**config.mk**
```make
export PLATFORM = sky130hd
export DESIGN_NAME = llc_port_scheduler
export DESIGN_NICKNAME = d
export VERILOG_FILES = /design/src/rtl/llc_sched_pkg.sv /design/src/rtl/llc_port_scheduler_wb_entry.sv /design/src/rtl/llc_port_scheduler.sv
export SDC_FILE = /design/constraint.sdc
export NUM_CORES = 1
export LEC_CHECK = 0
export ABC_AREA = 1
export CORE_AREA = 5 5 540 542
export CTS_BUF_LIST = sky130_fd_sc_hd__clkbuf_16
export CTS_CLUSTER_DIAMETER = 120
export DETAILED_ROUTE_END_ITERATION = 8
export DIE_AREA = 0 0 545 547
export GPL_TIMING_DRIVEN = 0
export PLACE_DENSITY_LB_ADDON = 0.25
export SYNTH_ARGS = -nofsm -noshare
export SYNTH_HDL_FRONTEND = slang
export SYNTH_HIERARCHICAL = 1
export SYNTH_SLANG_ARGS = --single-unit
```
**constraint.sdc**
```tcl
create_clock -name clk -period 2.2 [get_ports clk]
set_input_delay 0.33 -clock clk [delete_from_list [all_inputs] [get_ports clk]]
set_output_delay 0.33 -clock clk [all_outputs]
set_load 0.03 [all_outputs]
```
**src/rtl/llc_sched_pkg.sv**
```systemverilog
// Shared types and defaults for the LLC port scheduler and its write buffer.
package llc_sched_pkg;

  localparam int STARVE_MAX_DEFAULT = 3;
  localparam int OFFS_W_DEFAULT     = 5;
  localparam int LINE_W_DEFAULT     = 256;

  typedef logic [LINE_W_DEFAULT-1:0] line_t;

  typedef enum logic [2:0] {
    IDLE,
    I_RD,
    D_RD,
    WB_DRAIN,
    DONE_I,
    DONE_D
  } sched_state_t;

endpackage

```
**src/rtl/llc_port_scheduler_wb_entry.sv**
```systemverilog
// One-entry posted write buffer: holds a single D-cache writeback line and
// reports whether a probe tag hits the held line.
module wb_entry
  import llc_sched_pkg::*;
#(
  parameter int ADDR_W = 32,
  parameter int LINE_W = LINE_W_DEFAULT,
  parameter int OFFS_W = OFFS_W_DEFAULT
) (
  input  logic                     clk,
  input  logic                     reset_n,
  input  logic                     load,
  input  logic                     clear,
  input  logic [ADDR_W-OFFS_W-1:0] tag,
  input  logic [LINE_W-1:0]        data,
  input  logic [ADDR_W-OFFS_W-1:0] probe_tag,
  output logic                     valid,
  output logic [ADDR_W-1:0]        stored_addr,
  output logic [LINE_W-1:0]        stored_data,
  output logic                     match
);

  logic [ADDR_W-OFFS_W-1:0] tag_q;

  // Capture on load, invalidate on clear; reset discards any buffered line.
  always_ff @(posedge clk or negedge reset_n) begin
    if (!reset_n) begin
      valid       <= 1'b0;
      tag_q       <= '0;
      stored_data <= '0;
    end else if (clear) begin
      valid <= 1'b0;
    end else if (load) begin
      valid       <= 1'b1;
      tag_q       <= tag;
      stored_data <= data;
    end
  end

  assign stored_addr = {tag_q, {OFFS_W{1'b0}}};
  assign match       = valid && (probe_tag == tag_q);

endmodule

```
**src/rtl/llc_port_scheduler.sv**
```systemverilog
// Arbitrates the single LLC line port between the I-cache and D-cache, with
// D-read priority, bounded I starvation and a one-entry posted write buffer.
module llc_port_scheduler
  import llc_sched_pkg::*;
#(
  parameter int ADDR_W     = 32,
  parameter int LINE_W     = LINE_W_DEFAULT,
  parameter int OFFS_W     = OFFS_W_DEFAULT,
  parameter int STARVE_MAX = STARVE_MAX_DEFAULT
) (
  input  logic              clk,
  input  logic              reset_n,
  input  logic              i_read,
  input  logic [ADDR_W-1:0] i_addr,
  output logic [LINE_W-1:0] i_rdata,
  output logic              i_resp,
  input  logic              d_read,
  input  logic              d_write,
  input  logic [ADDR_W-1:0] d_addr,
  input  logic [LINE_W-1:0] d_wdata,
  output logic [LINE_W-1:0] d_rdata,
  output logic              d_resp,
  output logic              llc_read,
  output logic              llc_write,
  output logic [ADDR_W-1:0] llc_addr,
  output logic [LINE_W-1:0] llc_wdata,
  input  logic [LINE_W-1:0] llc_rdata,
  input  logic              llc_resp
);

  localparam int TAG_W = ADDR_W - OFFS_W;
  localparam int CNT_W = $clog2(STARVE_MAX + 1);
  localparam logic [CNT_W-1:0] STARVE_LIMIT = CNT_W'(STARVE_MAX);

  sched_state_t      state, next_state;
  logic [CNT_W-1:0]  starve_cnt, starve_next;
  logic [TAG_W-1:0]  rd_tag, rd_tag_next;
  logic [TAG_W-1:0]  i_tag, d_tag;
  logic              wb_load, wb_clear, wb_valid, wb_match, fwd_hit;
  logic [ADDR_W-1:0] wb_addr;
  logic [LINE_W-1:0] wb_data;
  logic              addr_unused;

  assign i_tag       = i_addr[ADDR_W-1:OFFS_W];
  assign d_tag       = d_addr[ADDR_W-1:OFFS_W];
  assign addr_unused = ^{i_addr[OFFS_W-1:0], d_addr[OFFS_W-1:0]};

  wb_entry #(
    .ADDR_W (ADDR_W),
    .LINE_W (LINE_W),
    .OFFS_W (OFFS_W)
  ) u_wb (
    .clk         (clk),
    .reset_n     (reset_n),
    .load        (wb_load),
    .clear       (wb_clear),
    .tag         (d_tag),
    .data        (d_wdata),
    .probe_tag   (d_tag),
    .valid       (wb_valid),
    .stored_addr (wb_addr),
    .stored_data (wb_data),
    .match       (wb_match)
  );

  // Next-state and arbitration; only IDLE grants, DONE states never re-grant.
  always_comb begin
    next_state  = state;
    starve_next = starve_cnt;
    rd_tag_next = rd_tag;
    wb_load     = 1'b0;
    wb_clear    = 1'b0;
    fwd_hit     = 1'b0;
    unique case (state)
      IDLE: begin
        if (d_read && wb_match) begin
          fwd_hit    = 1'b1;
          next_state = DONE_D;
        end else if (d_write && wb_valid) begin
          next_state = WB_DRAIN;
        end else if (d_write) begin
          wb_load    = 1'b1;
          next_state = DONE_D;
        end else if (d_read && i_read) begin
          if (starve_cnt == STARVE_LIMIT) begin
            next_state  = I_RD;
            starve_next = '0;
            rd_tag_next = i_tag;
          end else begin
            next_state  = D_RD;
            starve_next = starve_cnt + CNT_W'(1);
            rd_tag_next = d_tag;
          end
        end else if (d_read) begin
          next_state  = D_RD;
          rd_tag_next = d_tag;
        end else if (i_read) begin
          next_state  = I_RD;
          starve_next = '0;
          rd_tag_next = i_tag;
        end else if (wb_valid) begin
          next_state = WB_DRAIN;
        end
      end
      I_RD:     if (llc_resp) next_state = DONE_I;
      D_RD:     if (llc_resp) next_state = DONE_D;
      WB_DRAIN: begin
        if (llc_resp) begin
          wb_clear   = 1'b1;
          next_state = IDLE;
        end
      end
      DONE_I, DONE_D: next_state = IDLE;
      default:        next_state = IDLE;
    endcase
  end

  // State register.
  always_ff @(posedge clk or negedge reset_n) begin
    if (!reset_n) state <= IDLE;
    else          state <= next_state;
  end

  // Starvation counter, issued read tag and returned-line registers.
  always_ff @(posedge clk or negedge reset_n) begin
    if (!reset_n) begin
      starve_cnt <= '0;
      rd_tag     <= '0;
      i_rdata    <= '0;
      d_rdata    <= '0;
    end else begin
      starve_cnt <= starve_next;
      rd_tag     <= rd_tag_next;
      if (state == I_RD && llc_resp) i_rdata <= llc_rdata;
      if (state == D_RD && llc_resp) d_rdata <= llc_rdata;
      else if (fwd_hit)              d_rdata <= wb_data;
    end
  end

  // LLC request outputs decoded from the registered state and address.
  always_comb begin
    llc_addr = '0;
    if (state == I_RD || state == D_RD) llc_addr = {rd_tag, {OFFS_W{1'b0}}};
    else if (state == WB_DRAIN)         llc_addr = wb_addr;
  end

  assign llc_read  = (state == I_RD) || (state == D_RD);
  assign llc_write = (state == WB_DRAIN);
  assign llc_wdata = llc_write ? wb_data : '0;
  assign i_resp    = (state == DONE_I);
  assign d_resp    = (state == DONE_D);

endmodule

```
* Word level (Yosys, flattened, before mapping)
Index checks and enable logic that the tools add are counted.
** Storage, ports and cells
- Register bits after elaboration :: 828
- Output and inout bits :: 804
- Word-level logic and storage cells :: 76
** Cells by class
- $add $sub $neg :: 1
- Equality and inequality tests :: 12
- Muxes and demuxes :: 35
- Bitwise gates (word level) :: 4
- Reduce and logical (&&, ||, !) cells :: 16
** Operator list (count)
- $mux 256 :: 3
- $mux 27 :: 4
- $mux 32 :: 2
- $mux 3 :: 10
- $eq 27x27->1 :: 1
- $pmux 3 s4 :: 1
- $mux 1 :: 10
- $mux 2 :: 5
- $ne 8x7->1 const B :: 1
- $eq 3x2->1 const B :: 2
- $eq 3x3->1 const B :: 2
- $logic_and 1x1->1 :: 6
- $reduce_and 6->1 :: 1
- $reduce_bool 2->1 :: 3
- $reduce_and 5->1 :: 1
- $ne 2x1->1 const B :: 2
- $ne 2x2->1 const B :: 2
- $not 1->1 :: 4
- $reduce_and 4->1 :: 1
- $eq 3x1->1 const B :: 1
- $logic_not 3->1 :: 1
- $reduce_bool 3->1 :: 1
- $add 2x1->2 const B :: 1
- $eq 2x2->1 const B :: 1
- 2 further kinds :: 2

* Longest topological paths before layout
Gate-level depths: netlist of run 1.
- Depth in word-level cells :: 8
- Mapped depth :: 18
- Gate-level depth less buffers :: 16

* Modules after synthesis
The synthesis of run 1 kept the hierarchy.
** Modules (own cells, without submodules)
- llc_port_scheduler :: times used 1, cells an instance 3554, area an instance 26071.3 sq um, sequential area each 13613.1 sq um
- wb_entry :: times used 1, cells an instance 787, area an instance 11861.4 sq um, sequential area each 7106.8 sq um

* Worst setup path before layout of run 1
OpenSTA, ideal clock, no wires.
- Path type :: register to register
- From :: register u_wb.tag_q[10]
- To :: register u_wb.stored_data[100]
- Setup time :: 0.125 ns
- Data arrival time :: 2.080 ns
- Slack :: -0.005 ns
- Stages on the path, launching flop included :: 18
- Buffers on the path :: 3
- Clock period less this slack :: 2.205 ns
- Cell sequence :: dfrtp_1 > inv_1 > nand2_1 > o21ai_0 > nor2_1 > nand2_1 > nor2_1 > nand2_1 > nor2_1 > nand2_1 > inv_1 > nor3_1 > inv_1 > or2_1 > buf_2 > buf_6 > buf_6 > mux2_4
** On the way
- Longest elaborated chain between the ends :: 6
** RTL lines
- start, declared :: RTL line llc_port_scheduler_wb_entry.sv:23 : logic [ADDR_W-OFFS_W-1:0] tag_q;
- start signal, assigned :: RTL line llc_port_scheduler_wb_entry.sv:35 : tag_q <= tag;
- $eq 27x27->1 :: RTL line llc_port_scheduler_wb_entry.sv:41 : assign match = valid && (probe_tag == tag_q);
- $logic_and 1x1->1 :: RTL line llc_port_scheduler_wb_entry.sv:41
- net wb_match :: RTL line llc_port_scheduler.sv:39 : logic wb_load, wb_clear, wb_valid, wb_match, fwd_hit;
- $logic_and 1x1->1 :: RTL line llc_port_scheduler.sv:76 : if (d_read && wb_match) begin
- $mux 1 :: RTL line llc_port_scheduler.sv:76
- $mux 1 :: RTL line llc_port_scheduler.sv:74 : unique case (state)
- net wb_load :: RTL line llc_port_scheduler.sv:39
- $reduce_and 2->1 (no source line)
- end signal, assigned :: RTL line llc_port_scheduler_wb_entry.sv:36 : stored_data <= data;
- end, declared :: RTL line llc_port_scheduler_wb_entry.sv:19 : output logic [LINE_W-1:0] stored_data,
The timed path passes the listed nets, and every way through them passes these cells.
A chain may end at the register's enable or synchronous reset.

* Final worst setup path of run 1
- From :: register state[1]
- To :: output llc_wdata[203]
** On the way
- Longest elaborated chain between the ends :: 2
** RTL lines
- start, declared :: RTL line llc_port_scheduler.sv:35 : sched_state_t state, next_state;
- start signal, assigned :: RTL line llc_port_scheduler.sv:121 : else state <= next_state;
- $eq 3x2->1 :: RTL line llc_port_scheduler.sv:148 : assign llc_write = (state == WB_DRAIN);
- $mux 256 :: RTL line llc_port_scheduler.sv:149 : assign llc_wdata = llc_write ? wb_data : '0;
- end, declared :: RTL line llc_port_scheduler.sv:26 : output logic [LINE_W-1:0] llc_wdata,
No other way between the ends.

==> reports/metrics.cfg, run 1 <==
[timing]
drv_slew=0
fin_ws_ps=-713.1
slew-limit-headroom_pct=26.07
period_needed_ps=2913
rsz0062_at_grt=yes
max_slew.worst_pin.slew_ps=1105
hold_viol_final=0
timing.hold.ws_ps=100.6
max_freq_ghz=0.3433
setup_viol_count_final=1461
finClkSkew_ps=31.12
finalCritPeriodShare_pct=132.4

[clocking]
h-tree-depth=3
cts_tree=yes
clockRootBuffer=clkbuf_16
clk_pin_slew_ps=60
cts_inserted_buffers=117
cts_max_path_buffers=4
insertion_delay_ps=840
clock_sinks=828

[synthesis]
yosys_warnings=6
syn_area_sq_um=37930
yosysUniqueCellTypes=29
netlist_top_cells_area=dfrtp_1 (55%), nand2_1 (14%), mux2_4 (7.1%), inv_1 (6.0%), o21ai_0 (4.1%)
syn_avg_cell_area_sq_um=8.738
synth_top_area_share_pct=54.62
yosysSeqAreaShare_pct=54.62
synth_cells=4341
yosysTopAreaCell=dfrtp_1
ys_ff_latch=828

[routing]
firstDrtPassIters=5
drcViolationCount=0
vias=36669
wl_met1_um=109300
routedWlPerCell_um=26.73
wl_met3_um=28350
postRouteAntennaNets=0
wl_met2_um=116300
routed_wl_um=263200
vias_per_cell=3.724
top_layer=met5
drt_iter0_markers=2395

[critical_path]
crit_path_end_kind=output port
cp_top_family=buffers and inverters
startpoint=state[1]$_DFFE_PN0P_
required_ps=1870
slowest_stage=dfrtp_1
cp_data_arrival_time_ps=2580
r2r_slack_ps=-570
crit_chain=inv_2 -> nor2_4 -> nand2_4 -> buf_12 -> clkbuf_16 -> buf_2 -> nor2_1 -> clkdlybuf4s15_2
start_kind=flip-flop
worst-path-buf-inv=5
worstReg2RegStart=u_wb/tag_q[13]$_DFFE_PN0P_
ff2ff_path_depth=20
cp_max_fo=12
critPathCapture=llc_wdata[203]
rr_endpoint=u_wb/tag_q[6]$_DFFE_PN0P_
max_stage_delay_ps=360
cp.depth=8
critical_path_class=flip-flop to output port

[grt]
grt_max_degree=113
grt_usage_pct=16.50
antenna_found_initial=104
overflow=0
grt_pass1_vias=37669
grt_first_pass_wirelength_um=339100

[place]
post-dp-hpwl_um=214600
gp_congestion=0.9270
dpl-instance-area_sq_um=56620
placedCellCount=9504
dp_worst_setup_slack_ps=-2222
port_buffers=1370

[finish]
final_util_pct=21.85
final_area_sq_um=62570
nets=6536
seqCellArea_sq_um=20720
drive_above_1_share_pct=16.90
instances_no_fill=9846
multi_input_area_sq_um=14030
area_growth_pct=64.96
num-fill-cells=31706

[pwr]
leakage_nw=30.84
power_density_nw_per_um2=1476
ir_drop_v=0.0006670

[flow_run]
cap_violations=0

[min_path]
hold_path_class=input pin to flip-flop
whs_path_depth=3

[run_status]
failed_checks=setup timing
status=finished, violations left

[floorplan]
io_pins=1386
initial_core_util_pct=13.24
core_sq_um=286400
die_x_um=545
dieHeight_um=547
rows=197
die_area_sq_um=298100

==> how the worst min path moves through the flow <==
stage                                                    to                    start  slack (ps)
after floorplan                      d_rdata[0]$_DFFE_PN0P_                  reset_n          30
after global placement              d_rdata[45]$_DFFE_PN0P_  d_rdata[45]$_DFFE_PN0P_         460
after detailed placement  u_wb/stored_data[139]$_DFFE_PN0P_                  reset_n         310
after CTS                  u_wb/stored_data[49]$_DFFE_PN0P_              d_wdata[49]         0.7
after global routing       u_wb/stored_data[49]$_DFFE_PN0P_              d_wdata[49]          30
final                              i_rdata[135]$_DFFE_PN0P_           llc_rdata[135]         100
==> cells by family after synthesis <==
family	Yosys count	share of synthesized area (%)
muxes	259	9.470
xor gates and xnor gates	2	0.04619
buffers and inverters	860	9.717
adders and majority gates	1	0.03298
and+or+nand+nor	2023	20.98
AOI/OAI and AO/OA	367	5.119
DFF	828	54.62
other	1	0.009886
==> worst register-to-register path: stages (launching register included) <==
cell       delay (ps)
dfrtp_1           400
inv_1             110
nand2_1            70
nand2_1            60
nor2_1            120
nand2_1            70
nor2_1            100
nand2_1            60
nor2_2            150
nand2_2           110
inv_2             100
nor3_2             40
inv_1              60
or2_4             190
buf_12            200
clkbuf_16         270
buf_12            150
buf_12            130
buf_4             140
nor2_1             40
a21oi_1           120
==> state kept, by name (all words and copies together) (netlist names) <==
signal and cells:
d_rdata 256, i_rdata 256, rd_tag 27, starve_cnt 2, state 3, u_wb/stored_data 256, u_wb/tag_q 27, u_wb/valid 1
==> final cells by class <==
type                       instances  share of cell area (%)
sequential                       828                   33.12
timing repair buffer            1489                   23.92
multi-input combinational       2657                   22.42
tap                             3781                   7.560
clock buffer                     117                   4.679
inverter                         610                   3.675
buffer                           250                   3.321
clock inverter                    89                   1.208
antenna                           25                 0.09998
==> Yosys cell counts (all sizes together) <==
cell type     n
a21oi        28
a22o         27
buf         148
clkbuf      102
conb          1
dfrtp       828
ha            1
inv         610
mux2        259
nand2      1437
nand3       266
nand3b        1
nor2        314
nor3          3
o21ai       312
or2           2
xnor2         2
==> stage by stage <==
step | setup TNS, ps | power [mW]
floorplan | 0 | 49.46
global placement | - | 71.85
detailed placement | -1686090 | 71.98
CTS | -764480 | 91.88
global route | -664260 | 97.13
finish | -432170 | 92.37
==> where the power goes <==
part | switching [mW] | internal (mW)
Combinational | 29.0 | 17.9
Sequential | 4.46 | 22.4
Clock | 7.88 | 10.8
Total | 41.3 | 51.0
==> repair_timing <==
item	4_1_cts	5_1_grt
hold buffers	47	0
buffers inserted	9	25
setup endpoints to repair	1622	1625
cloned	2	28
pin swaps	3	15
endpoints found under the hold margin	276	0
gates resized for setup	1333	490
==> cell usage in the layout, fill, tap and decap left out, drive strengths merged, types with 259 or more instances in the layout <==
master / synthesis / layout
clkbuf: 102 / 264
mux2: 259 / 259
inv: 610 / 646
o21ai: 312 / 312
nor2: 314 / 314
nand3: 266 / 266
buf: 148 / 399
clkdlybuf4s50: 0 / 1083
nand2: 1437 / 1437
dfrtp: 828 / 828
==> metal layers <==
metal / GRT usage (%) / vias up
li1: - / 16599
met1: 20.35 / 18070
met2: 26.09 / 1563
met3: 7.091 / 347
met4: 4.823 / 90
met5: 0 / -
Note: power is estimated with default switching activity, not from simulation.
==> run 2, diff against run 1 <==
--- a/config.mk
+++ b/config.mk
@@ -6,11 +6,11 @@
 export NUM_CORES = 1
 export LEC_CHECK = 0
 export ABC_AREA = 1
-export CORE_AREA = 5 5 540 542
+export CORE_AREA = 5 5 531 533
 export CTS_BUF_LIST = sky130_fd_sc_hd__clkbuf_16
 export CTS_CLUSTER_DIAMETER = 120
 export DETAILED_ROUTE_END_ITERATION = 8
-export DIE_AREA = 0 0 545 547
+export DIE_AREA = 0 0 536 538
 export GPL_TIMING_DRIVEN = 0
 export PLACE_DENSITY_LB_ADDON = 0.25
 export SYNTH_ARGS = -nofsm -noshare
==> constraint.sdc (replaced) <==
create_clock -name clk -period 3 [get_ports clk]
set_input_delay 0.45 -clock clk [delete_from_list [all_inputs] [get_ports clk]]
set_output_delay 0.45 -clock clk [all_outputs]
set_load 0.005 [all_outputs]
==> reports/metrics.cfg, run 2 (synthesis gave the netlist of run 1 again) <==
[finish]
drive_above_1_share_pct=15.23  ; -1.7 points
instances_no_fill=9704  ; -1.4%
layout_common_cells=nand2_1 (1430), clkdlybuf4s50_1 (1087), dfrtp_1 (828)
reg_top3=d_rdata x256, i_rdata x256, u_wb/stored_data x256
mostFrequentLayoutCell=nand2_1
multi_input_area_sq_um=13990  ; -0.30%
area_growth_pct=60.35
seqCellArea_sq_um=20720  ; about the same
nets=6454  ; -1.3%
num-fill-cells=30536  ; -3.7%

[routing]
firstDrtPassIters=6  ; +1
drt_iter0_markers=2409  ; +0.58%
wl_met2_um=114900  ; -1.2%
drcViolationCount=0  ; unchanged
routed_wl_um=252700  ; -4.0%
wl_met3_um=28750  ; +1.4%
vias_per_cell=3.722  ; about the same
postRouteAntennaNets=0  ; unchanged
top_layer=met5
vias=36115  ; -1.5%
wl_met1_um=100700  ; -7.8%
routedWlPerCell_um=26.04  ; -2.6%

[place]
placedCellCount=9428  ; -0.80%
gp_congestion=0.9010  ; -2.8%
post-dp-hpwl_um=209500  ; -2.3%
dp_worst_setup_slack_ps=-1283  ; +939.5 ps
port_buffers=1370  ; unchanged

[critical_path]
cp_max_fo=10  ; -2
critical_path_class=flip-flop to output port
cp_data_arrival_time_ps=2600  ; +20 ps
max_stage_delay_ps=500  ; +140 ps
start_kind=flip-flop
crit_chain=nor2_4 -> nand2_4 -> buf_12 -> clkbuf_16 -> buf_8 -> nor2_1 -> clkdlybuf4s50_1
crit_path_end_kind=output port
required_ps=2550  ; +680 ps
slowest_stage=clkdlybuf4s50_1

[grt]
grt_max_degree=113  ; unchanged
grt_first_pass_wirelength_um=333800  ; -1.6%
grt_usage_pct=16.68  ; +0.18 points
overflow=0  ; unchanged
antenna_found_initial=97  ; -6.7%
grt_pass1_vias=37547  ; -0.32%

[flow_run]
cap_violations=0  ; unchanged

[floorplan]
initial_core_util_pct=13.74  ; +0.50 points
io_pins=1386  ; unchanged
rows=193  ; -2.0%
dieHeight_um=538  ; -1.6%
die_area_sq_um=288400  ; -3.3%
die_x_um=536  ; -1.7%
core_sq_um=276000  ; -3.6%

[clocking]
cts_inserted_buffers=114  ; -2.6%
h-tree-depth=3  ; unchanged
cts_max_path_buffers=4  ; unchanged
clock_sinks=828  ; unchanged
insertion_delay_ps=810  ; -30 ps
clockRootBuffer=clkbuf_16
cts_tree=yes
clk_pin_slew_ps=60  ; about the same

[timing]
rsz0062_at_grt=yes
drv_slew=0  ; unchanged
fin_ws_ps=-47.78  ; +665.3 ps
setup_viol_count_final=1  ; -99.9%
finalCritPeriodShare_pct=101.6
finClkSkew_ps=36.71  ; +5.587 ps
hold_viol_final=0  ; unchanged
max_slew.worst_pin.slew_ps=867.1  ; -238.2 ps
slew-limit-headroom_pct=42.19  ; +16 points
max_freq_ghz=0.3281
tns_ps=-47.78  ; +432130 ps
period_needed_ps=3048

[run_status]
status=finished, violations left
failed_checks=setup timing

[min_path]
hold_path_class=input pin to asynchronous set/reset pin

[pwr]
power_density_nw_per_um2=980.8  ; -34%
leakage_nw=30.34  ; -1.6%
ir_drop_v=0.0004787  ; -28%

-- run 2: changes by cell type in the layout (fill, tap and decap cells not counted), moves of 10 or more --
cell             delta
buf_12             -21
buf_2              -10
buf_4              -59
buf_6              -16
clkbuf_16          -28
clkbuf_2           +68
clkbuf_4           -13
clkdlybuf4s15_1    +33
clkdlybuf4s15_2    -19
clkinv_1           +16
diode_2            +11
dlygate4sd3_1      -44
dlymetal6s2s_1     +24
inv_1              -12
-- run 2: critical path, delay by kind of cell (launching register included) --
kind / cells / cell delay, ps
buf+inv: 4 / 1010
flops: 1 / 430
simple gates: 3 / 320
-- run 2: worst paths after layout --
kind                                         start                        to  slack, ps  cells after the start
setup / recovery              state[2]$_DFFE_PN0P_            llc_wdata[144]        -50                      7
hold / removal                             reset_n  d_rdata[134]$_DFFE_PN0P_        210                      2
setup reg to reg              state[1]$_DFFE_PN0P_  d_rdata[143]$_DFFE_PN0P_         80                     11
hold reg to reg            d_rdata[46]$_DFFE_PN0P_   d_rdata[46]$_DFFE_PN0P_        480                      2
max in group asynchronous                  reset_n  i_rdata[244]$_DFFE_PN0P_        360                      6
min in group clk                     llc_rdata[36]   i_rdata[36]$_DFFE_PN0P_        230                      3
-- run 2: routing by layer --
layer  GRT usage (%)  vias up
met3           6.881      326
met1           20.25    17715
li1                -    16441
met2           27.20     1553
met5               0        -
met4           4.496       80
-- run 2: where the power goes --
group	total, mW	switching, mW	internal [mW]
Combinational	26.4	14.0	12.5
Clock	13.6	5.71	7.93
Sequential	19.6	3.19	16.4
-- run 2: timing repair --
item                                   4_1_cts  5_1_grt
setup buffers                               16       13
hold buffers                                 1        0
resized for setup                          773      400
endpoints found under the hold margin       92        0
gates cloned                                 0        4
pin swaps                                    9        8
setup endpoints to repair                  731      539
-- run 2: final cells by class --
type | count | share of cell area (%)
Sequential cell | 828 | 34.06
Multi-Input combinational cell | 2657 | 22.99
Timing Repair Buffer | 1411 | 22.34
Tap cell | 3705 | 7.621
Clock buffer | 114 | 4.690
Inverter | 610 | 3.768
Buffer | 249 | 3.063
Clock inverter | 94 | 1.314
Antenna cell | 36 | 0.1481
-- run 2: stage by stage --
step / hold WS [ps] / instance area [sq um] / total power, mW / util [%]
2_1_floorplan: 154.4 / 37950 / 29.35 / -
3_3_place_gp: 463.1 / 56300 / 45.76 / 20.40
3_5_place_dp: 464.3 / 56530 / 45.83 / 20.48
4_1_cts: 109.3 / 60570 / 60.37 / 21.94
5_1_grt: 175.6 / 60760 / 63.17 / 22.01
6_report: 209.6 / 60830 / 59.66 / 22.04
